$ cat config.mk
export PLATFORM = sky130hd
export DESIGN_NAME = mux4_rr_arbiter_flat
export DESIGN_NICKNAME = d
export VERILOG_FILES = /design/src/rtl/mux4_rr_arbiter_if.sv /design/src/rtl/mux4_rr_arbiter.sv /design/src/flat_wrapper.sv
export SDC_FILE = /design/constraint.sdc
export NUM_CORES = 1
export LEC_CHECK = 0
export BUFFER_PORTS_ARGS = -buffer_cell sky130_fd_sc_hd__buf_4
export CORE_AREA = 5 5 50 52
export DETAILED_ROUTE_END_ITERATION = 16
export DIE_AREA = 0 0 55 57
export GPL_ROUTABILITY_DRIVEN = 1
export GPL_TIMING_DRIVEN = 0
export PLACE_DENSITY = 0.75
export SLEW_MARGIN = 20
export SYNTH_ARGS = -nofsm -noshare
export SYNTH_HDL_FRONTEND = slang
export SYNTH_SLANG_ARGS = --single-unit
$ cat constraint.sdc
create_clock -name clock -period 3.2 [get_ports clock]
set_input_delay 0.32 -clock clock [delete_from_list [all_inputs] [get_ports clock]]
set_output_delay 0.32 -clock clock [all_outputs]
set_load 0.05 [all_outputs]
$ cat src/rtl/mux4_rr_arbiter_if.sv
// Request/grant bundle between four requesters and the shared 4:1 mux arbiter.
// The arbiter sits on the slave side; the requester side drives req.
interface mux4_rr_arbiter_if;
    logic [3:0] req;
    logic [3:0] gnt;
    logic [1:0] sel;
    logic       busy;

    modport master (
        output req,
        input  gnt,
        input  sel,
        input  busy
    );

    modport slave (
        input  req,
        output gnt,
        output sel,
        output busy
    );
endinterface

$ cat src/rtl/mux4_rr_arbiter.sv
// Round-robin arbiter owning the selects of a shared 4:1 single-bit mux.
// Grants are registered one-hot; a hold limit forces rotation under contention.
module mux4_rr_arbiter #(
    parameter int MAX_HOLD = 8,
    parameter int CNT_W    = 4
) (
    input logic              clock,
    input logic              resetn,
    mux4_rr_arbiter_if.slave bus
);

    typedef enum logic {
        IDLE = 1'b0,
        OWN  = 1'b1
    } state_t;

    localparam logic [CNT_W-1:0] HOLD_MAX = CNT_W'(MAX_HOLD);
    localparam logic [CNT_W-1:0] CNT_ONE  = CNT_W'(1);

    state_t           state;
    state_t           state_d;
    logic [1:0]       sel;
    logic [1:0]       sel_d;
    logic [1:0]       ptr;
    logic [1:0]       ptr_d;
    logic [CNT_W-1:0] cnt;
    logic [CNT_W-1:0] cnt_d;
    logic [3:0]       gnt;
    logic [3:0]       gnt_d;

    logic [3:0]       others;
    logic             own_req;
    logic             at_limit;
    logic [2:0]       hit_ptr;
    logic [2:0]       hit_next;

    // {found, index} of the first requester at or after start, wrapping mod 4
    function automatic logic [2:0] search(
        input logic [1:0] start,
        input logic [3:0] r
    );
        logic       found;
        logic [1:0] idx;
        logic [1:0] j;
        found = 1'b0;
        idx   = 2'd0;
        for (int k = 0; k < 4; k++) begin
            j = start + 2'(k);
            if (!found && r[j]) begin
                found = 1'b1;
                idx   = j;
            end
        end
        return {found, idx};
    endfunction

    function automatic logic [3:0] onehot(input logic [1:0] idx);
        return 4'b0001 << idx;
    endfunction

    assign others   = bus.req & ~onehot(sel);
    assign own_req  = bus.req[sel];
    assign at_limit = (cnt >= HOLD_MAX);
    assign hit_ptr  = search(ptr, bus.req);
    assign hit_next = search(sel + 2'd1, others);

    always_ff @(posedge clock or negedge resetn) begin
        if (!resetn) begin
            state <= IDLE;
            sel   <= 2'd0;
            ptr   <= 2'd0;
            cnt   <= '0;
            gnt   <= 4'b0000;
        end else begin
            state <= state_d;
            sel   <= sel_d;
            ptr   <= ptr_d;
            cnt   <= cnt_d;
            gnt   <= gnt_d;
        end
    end

    always_comb begin
        state_d = state;
        sel_d   = sel;
        ptr_d   = ptr;
        cnt_d   = cnt;
        unique case (state)
            IDLE: begin
                if (hit_ptr[2]) begin
                    state_d = OWN;
                    sel_d   = hit_ptr[1:0];
                    cnt_d   = CNT_ONE;
                end
            end
            OWN: begin
                unique case (1'b1)
                    !own_req: begin
                        ptr_d = sel + 2'd1;
                        if (hit_next[2]) begin
                            sel_d = hit_next[1:0];
                            cnt_d = CNT_ONE;
                        end else begin
                            state_d = IDLE;
                            cnt_d   = '0;
                        end
                    end
                    own_req && !at_limit: begin
                        cnt_d = cnt + 1'b1;
                    end
                    own_req && at_limit: begin
                        // sole requester keeps the mux and cnt saturates
                        if (hit_next[2]) begin
                            sel_d = hit_next[1:0];
                            ptr_d = sel + 2'd1;
                            cnt_d = CNT_ONE;
                        end
                    end
                    default: begin
                        state_d = IDLE;
                    end
                endcase
            end
            default: begin
                state_d = IDLE;
            end
        endcase
    end

    always_comb begin
        gnt_d = 4'b0000;
        if (state_d == OWN) begin
            gnt_d = onehot(sel_d);
        end
    end

    assign bus.gnt  = gnt;
    assign bus.sel  = sel;
    assign bus.busy = |gnt;

endmodule

$ cat src/flat_wrapper.sv
// flat-port wrapper written by rule: the top's interface ports become plain ports
module mux4_rr_arbiter_flat 
#(
    parameter int MAX_HOLD = 8,
    parameter int CNT_W    = 4
)
  (clock, resetn, bus_req, bus_gnt, bus_sel, bus_busy);
  mux4_rr_arbiter_if bus_i ();
  input logic clock;
  input logic resetn;
  input wire logic [$bits(bus_i.req)-1:0] bus_req;
  output wire logic [$bits(bus_i.gnt)-1:0] bus_gnt;
  output wire logic [$bits(bus_i.sel)-1:0] bus_sel;
  output wire logic [$bits(bus_i.busy)-1:0] bus_busy;
  assign bus_i.req = bus_req;
  assign bus_gnt = bus_i.gnt;
  assign bus_sel = bus_i.sel;
  assign bus_busy = bus_i.busy;
  mux4_rr_arbiter #(.MAX_HOLD(MAX_HOLD), .CNT_W(CNT_W)) u_core (.clock(clock), .resetn(resetn), .bus(bus_i));
endmodule
Word-level counts from Yosys, hierarchy flattened
Cells that the tools add are included.
{"block": "word_totals", "elab_cells": 106, "output_inout_bits": 7, "input_bits": 6, "regBits": 13}
{"block": "op_classes", "shift": 2, "n_mux": 53, "n_eq_ne": 4, "reduce_logical": 21, "n_bitwise": 3, "n_lt_le_gt_ge": 10, "n_addsub": 8}
{"operator": "2-bit by 3-bit less-than comparator with 1-bit output (second input constant)", "count": 9}
{"operator": "2-bit two-way mux", "count": 12}
{"operator": "1-bit two-way mux", "count": 21}
{"operator": "1-bit binary-select mux with 2-bit select", "count": 9}
{"operator": "4-bit two-way mux", "count": 4}
{"operator": "2-bit one-hot mux with 2 select lines", "count": 3}
{"operator": "4-bit one-hot mux with 3 select lines", "count": 1}
{"operator": "2-bit adder (second input constant)", "count": 4}
{"operator": "1-bit logical AND", "count": 8}
{"operator": "1-bit logical NOT", "count": 8}
{"operator": "4-bit one-hot mux with 2 select lines", "count": 1}
{"operator": "1-bit by 2-bit left shift with 4-bit output (first input constant)", "count": 2}
{"operator": "2-bit by 1-bit adder with 2-bit output (second input constant)", "count": 3}
{"operator": "3-bit AND reduction", "count": 2}
{"operator": "4-bit by 1-bit adder with 4-bit output (second input constant)", "count": 1}
{"operator": "4-bit bitwise AND", "count": 1}
{"operator": "4-bit >= comparator (second input constant)", "count": 1}
{"operator": "2-bit by 1-bit != test with 1-bit output (second input constant)", "count": 2}
{"operator": "4-bit != test (second input constant)", "count": 1}
{"operator": "4-bit inverter", "count": 1}
{"operator": "1-bit one-hot mux with 2 select lines", "count": 2}
{"operator": "4-bit OR reduction", "count": 1}
{"operator": "3-bit != test (second input constant)", "count": 1}
{"operator": "2-bit nonzero test", "count": 1}
{"operator": "2 further kinds", "count": 2}

Depth between registers and ports, before layout
{"block": "logic_depth", "ltp_word": 21, "mapped_depth": 10, "ltp_nobuf": 9}

Worst setup path before layout
Ideal clock, no wire load.
{"block": "synth_timing", "path_kind": "register to register", "from": "reg u_core.sel[0], in the netlist u_core.bus.sel[0]", "to": "reg u_core.gnt[0], in the netlist u_core.bus.gnt[0]", "slack_ns": 0.390, "t_required_ns": 3.080, "setup_ns": 0.120, "arrival_time_ns": 2.689, "path_stages_with_launch": 9, "n_path_buf": 1, "period_less_slack_ns": 2.810, "path_cell_list": "dfrtp_1 -> buf_6 -> inv_6 -> ha_1 -> mux4_1 -> mux2_4 -> and3_4 -> o31a_1 -> and4_1"}
{"block": "synth_between", "elab_chain_cells": 21, "word_cells_on_any_way": 46, "classes_between": "4 x add/sub; 2 x shift; 28 x mux; 2 x bitwise; 10 x reduce/logical"}
{"item": "start, declared", "line_no": "mux4_rr_arbiter.sv:22", "source": "logic [1:0] sel;"}
{"item": "start signal, assigned", "line_no": "mux4_rr_arbiter.sv:76", "source": "sel <= sel_d;"}
{"item": "parallel branches: the longest is 20 deep, another holds 2-bit by 1-bit adder with 2-bit output"}
{"item": "4-bit two-way mux *", "line_no": "mux4_rr_arbiter.sv:132", "source": "if (state_d == OWN) begin"}
{"item": "net u_core.gnt_d[0]", "line_no": "mux4_rr_arbiter.sv:29", "source": "logic [3:0] gnt_d;"}
{"item": "end signal, assigned", "line_no": "mux4_rr_arbiter.sv:79", "source": "gnt <= gnt_d;"}
{"item": "end, declared", "line_no": "mux4_rr_arbiter.sv:28", "source": "logic [3:0] gnt;"}
Mark *: on every way through the listed nets, which the timed path passes. The select of a mux whose other input is x is not followed.
A chain may end at the register's enable or synchronous reset.

Worst setup path in the final report
{"block": "layout_timing", "from": "reg u_core.sel[0], in the netlist u_core.bus.sel[0]", "to": "reg u_core.gnt[1], in the netlist u_core.bus.gnt[1]"}
{"block": "layout_between", "elab_chain_cells": 21, "word_cells_on_any_way": 46, "classes_between": "4 x add/sub; 2 x shift; 28 x mux; 2 x bitwise; 10 x reduce/logical"}
{"item": "parallel branches: the longest is 18 deep, another holds 2-bit by 1-bit adder with 2-bit output"}
{"item": "2-bit one-hot mux with 2 select lines *", "line_no": "mux4_rr_arbiter.sv:88", "source": "unique case (state)"}
{"item": "net u_core.sel_d[0]", "line_no": "mux4_rr_arbiter.sv:23", "source": "logic [1:0] sel_d;"}
{"item": "1-bit by 2-bit left shift with 4-bit output *", "line_no": "mux4_rr_arbiter.sv:58", "source": "return 4'b0001 << idx;"}
{"item": "4-bit two-way mux *", "line_no": "mux4_rr_arbiter.sv:132"}
{"item": "net u_core.gnt_d[1]", "line_no": "mux4_rr_arbiter.sv:29"}
Marked as above.

==> run summary <==
The pin count of the biggest net entering global routing came out at 14. For this configuration, the core starts out at a cell density of 52.1%. The signal on the critical path passes through buf_6 -> inv_6 -> ha_1 -> mux4_1 -> mux2_4 -> and3_4 -> o31a_1 -> inv_2 -> and4_1.

Buffers placed on the I/O ports in this run total 11. Post-synthesis to final-layout area growth: 15.0%. The run gives 0 as the total grt overflow. For this run, the leading register cell type out of synthesis is sky130_fd_sc_hd__dfrtp_1. The total negative slack for setup checks was 0 ns; the full die area was 0.00314 sq mm. The wire length per cell was 15.9 um. The die is 55 um wide. For the worst ir drop on vdd, the log shows 693 uV. Yosys mapped the design onto 48 distinct sky130hd cell types.

13 I/O pins were placed. The height of the die works out to 57 um. The clock reaches the later pin of the worst-skew pair after 0.29 ns. Sorting the synthesized cells by area gives the leading types as sky130_fd_sc_hd__dfrtp_1 (30%), sky130_fd_sc_hd__ha_1 (7.0%), sky130_fd_sc_hd__mux4_1 (4.9%). The number of buffer and inverter stages on the critical path was 3.

Cell leakage power: 0.000563 uW. The worst path uses 85.3% of the clock period. The run gives 0.00206 sq mm as the core region area. Leaving out fill and tap cells, the most frequent cell in the layout is sky130_fd_sc_hd__dfrtp_1. Kind of cell with the highest combined delay on the critical path: multiplexers. The largest individual stage delay along the critical path comes from the cell sky130_fd_sc_hd__mux4_1. The tools report the required arrival time at the worst endpoint as 3.43 ns. The run gives 30.3% as the portion of the post-synthesis area used by sequential elements. Once detail routing completed, the nets flagged for antenna violations numbered 0. The total CTS buffers is 3, and the number of warning messages in the yosys log is 0. After detailed routing, the number of vias per cell comes to 5.99.

The area fraction in compound gates after synthesis is 21.8%. TritonCTS built the clock tree. Number of setup buffers added after CTS: 0. The final layout contains 140 nets.

Synthesis-stage register bit count: 13. The total half-perimeter wirelength after legalization and detailed placement is 1910 um. For this run, the top clock speed supported by timing is 0.366 GHz.

The detailed router finished its first iteration with 21 violations. Leaving out fill and tap cells, the most frequent cells in the layout are sky130_fd_sc_hd__dfrtp_1 (13), sky130_fd_sc_hd__buf_4 (11), sky130_fd_sc_hd__nand2_1 (8). The post-route DRC violation count was 0.

After clock tree synthesis, the clock-pin slew on the worst setup and hold paths is 0.08 ns. The worst setup path is captured at a flip-flop. The relative max-transition margin is 58.0%, and the routability congestion estimate from global placement is 0.855. Post-synthesis async set-or-reset flop share: 100%. The worst setup path is launched from a flip-flop.

The wire length after detailed routing was 2470 um; the clock period minus worst slack was 2.73 ns. The logs give 0.47 ns for the minimum setup slack among reg-to-reg paths and 17 for the placement row count. Synthesis produced 111 cells. The setup path with the least slack is of type flip-flop to flip-flop.

Detailed routing inserted a total of 929 vias. Power spread over the standard cell area amounts to 1060 mW/mm^2. The synthesized net count was 123. Of the post-synthesis cell area, the dominant cell type holds 30.3%. Of the total synthesized cell area, the portion taken by XOR and XNOR cells is 0%. After synthesis, the largest family of logic cells by area is compound AO/OA/AOI/OAI gates. The maximum fanout count along the critical path is 7. The initial antenna violation count was 0; the number of synthesized flops with an enable pin was 0. The worst clock skew is 0.00529 ns. Measured against the total synthesized area, the mux share comes to 13.3%. The run finished with clean final reports. The tools report the tightest hold margin as 0.407 ns.

Before antenna repair, the detailed router went through 4 iterations. The area share of and/or/nand/nor cells after synthesis was 19.0%. The tool flagged a number of max-cap violations equal to 0.

The repair_antennas step left the layout with diodes totalling 0. The kind of path behind the tightest hold check was input pin to asynchronous set/reset pin. The actual transition at the worst max-transition pin works out to 0.628 ns. The synthesized area per cell came out at 9.68 sq um. Setup repair after global routing left no endpoint under its margin.

The synthesized design spends more area on one cell type than any other, namely sky130_fd_sc_hd__dfrtp_1. The tools report the clock root buffer master as sky130_fd_sc_hd__clkbuf_4. After synthesis the cells add up to 0.00107 sq mm. The maximum clock insertion buffer count is 2.

For the number of hold violations in the final report, the log shows 0. The post-route netlist has 26.0% of its cells at a drive strength greater than 1. The first global-routing pass estimated 4230 um of wire. The largest single stage delay on the critical path is 0.61 ns. The logs give 1 for the maximum level of the CTS H-tree and 0 for the number of pins exceeding their max-slew limit in the final report. Global routing used 18.4% of the available tracks across all layers. Clock tree synthesis found a total of 13 sinks. Fill cells in the final layout number 187. After Yosys synthesis, full adders, half adders and majority gates account for 6.98% of the synthesized area.

For the worst setup path, the data arrival time is 2.96 ns. The final setup violation count is 0. Via count of the first global-routing pass: 939.
## final timing paths
| path | start | endpoint | depth (start not counted) |
|---|---|---|---|
| min reg2reg | u_core.cnt[2] | u_core.cnt[2] | 1 |
| max reg2reg | u_core.bus.sel[0] | u_core.bus.gnt[1] | 9 |
| max in group asynchronous | resetn | u_core.state | 2 |
| min in group clock | bus_req[0] | u_core.bus.sel[0] | 5 |
| min | resetn | u_core.bus.gnt[3] | 2 |
| max | u_core.bus.sel[0] | u_core.bus.gnt[1] | 9 |
## cells in the mapped netlist, types with 2 or more instances
master / number
sky130_fd_sc_hd__inv_1: 6
sky130_fd_sc_hd__a22o_1: 2
sky130_fd_sc_hd__clkbuf_8: 2
sky130_fd_sc_hd__o21ai_0: 4
sky130_fd_sc_hd__ha_1: 6
sky130_fd_sc_hd__mux2i_1: 3
sky130_fd_sc_hd__mux4_1: 2
sky130_fd_sc_hd__nand3_1: 3
sky130_fd_sc_hd__a21oi_1: 6
sky130_fd_sc_hd__nor2_1: 7
sky130_fd_sc_hd__a211oi_1: 5
sky130_fd_sc_hd__and4_1: 2
sky130_fd_sc_hd__buf_6: 2
sky130_fd_sc_hd__nor3_1: 2
sky130_fd_sc_hd__nand2b_1: 3
sky130_fd_sc_hd__nor2b_1: 3
sky130_fd_sc_hd__dfrtp_1: 13
sky130_fd_sc_hd__a22oi_1: 2
sky130_fd_sc_hd__nand2_1: 8
sky130_fd_sc_hd__o22ai_1: 2
## flip-flops by register name (all words and copies together), names as in the netlist
| signal | cells |
|---|---|
| u_core.bus.sel | 2 |
| u_core.ptr | 2 |
| u_core.state | 1 |
| u_core.bus.gnt | 4 |
| u_core.cnt | 4 |
## through the flow
stage / setup WS [ns] / util, % / instance area (sq um) / power, uW / instances
global placement: 0.570 / 57.8 / 1190 / 1170 / 150
global route: 0.319 / 59.9 / 1240 / 1420 / 155
detailed placement: 0.476 / 57.8 / 1190 / 1210 / 150
floorplan: 0.390 / - / 1070 / 998 / 111
CTS: 0.452 / 59.6 / 1230 / 1320 / 155
finish: 0.470 / 59.9 / 1240 / 1310 / 155
## timing repair
action | 4_1_cts | 5_1_grt
endpoints found under the hold margin | 13 | 0
hold buffers | 1 | 0
gates resized for setup | 0 | 0
## cell type report
class,count,area [sq um],share of cell area [%]
multi-input combinational,84,662,53.5
buffer,6,58.8,4.76
tap,28,35.0,2.83
timing repair buffer,12,92.6,7.49
clock buffer,3,22.5,1.82
inverter,8,35.0,2.83
clock inverter,1,5.00,0.405
sequential,13,325,26.3
## power by group
part	total [uW]	internal (uW)	switching (uW)
sequential	307	237	70.7
combinational	904	394	510
clock	104	46.5	57.2
total	1310	677	638
## layer usage
metal | wire, um | GRT usage [%] | up-vias
met5 | 0 | 0 | -
li1 | - | - | 448
met2 | 1280 | 30.4 | 29
met4 | 62 | 6.25 | 0
met3 | 116 | 5.74 | 9
met1 | 1010 | 22.0 | 443
## worst reg2reg max path, cell delays in order (launching register included)
cell	delay, ns
sky130_fd_sc_hd__dfrtp_1	0.44
sky130_fd_sc_hd__buf_6	0.18
sky130_fd_sc_hd__inv_6	0.05
sky130_fd_sc_hd__ha_1	0.38
sky130_fd_sc_hd__mux4_1	0.61
sky130_fd_sc_hd__mux2_4	0.30
sky130_fd_sc_hd__and3_4	0.18
sky130_fd_sc_hd__o31a_1	0.27
sky130_fd_sc_hd__inv_2	0.08
sky130_fd_sc_hd__and4_1	0.19
## kinds of logic (layout without fill, tap and decap cells)
| logic type | Yosys count | in the layout |
|---|---|---|
| AO/OA/AOI/OAI | 33 | 33 |
| AND/OR/NAND/NOR | 36 | 36 |
| adder cells (fa/ha/maj) | 6 | 6 |
| flip-flops | 13 | 13 |
| multiplexers | 9 | 9 |
| buffers and inverters | 14 | 30 |
Power figures use the tool's default switching activity.
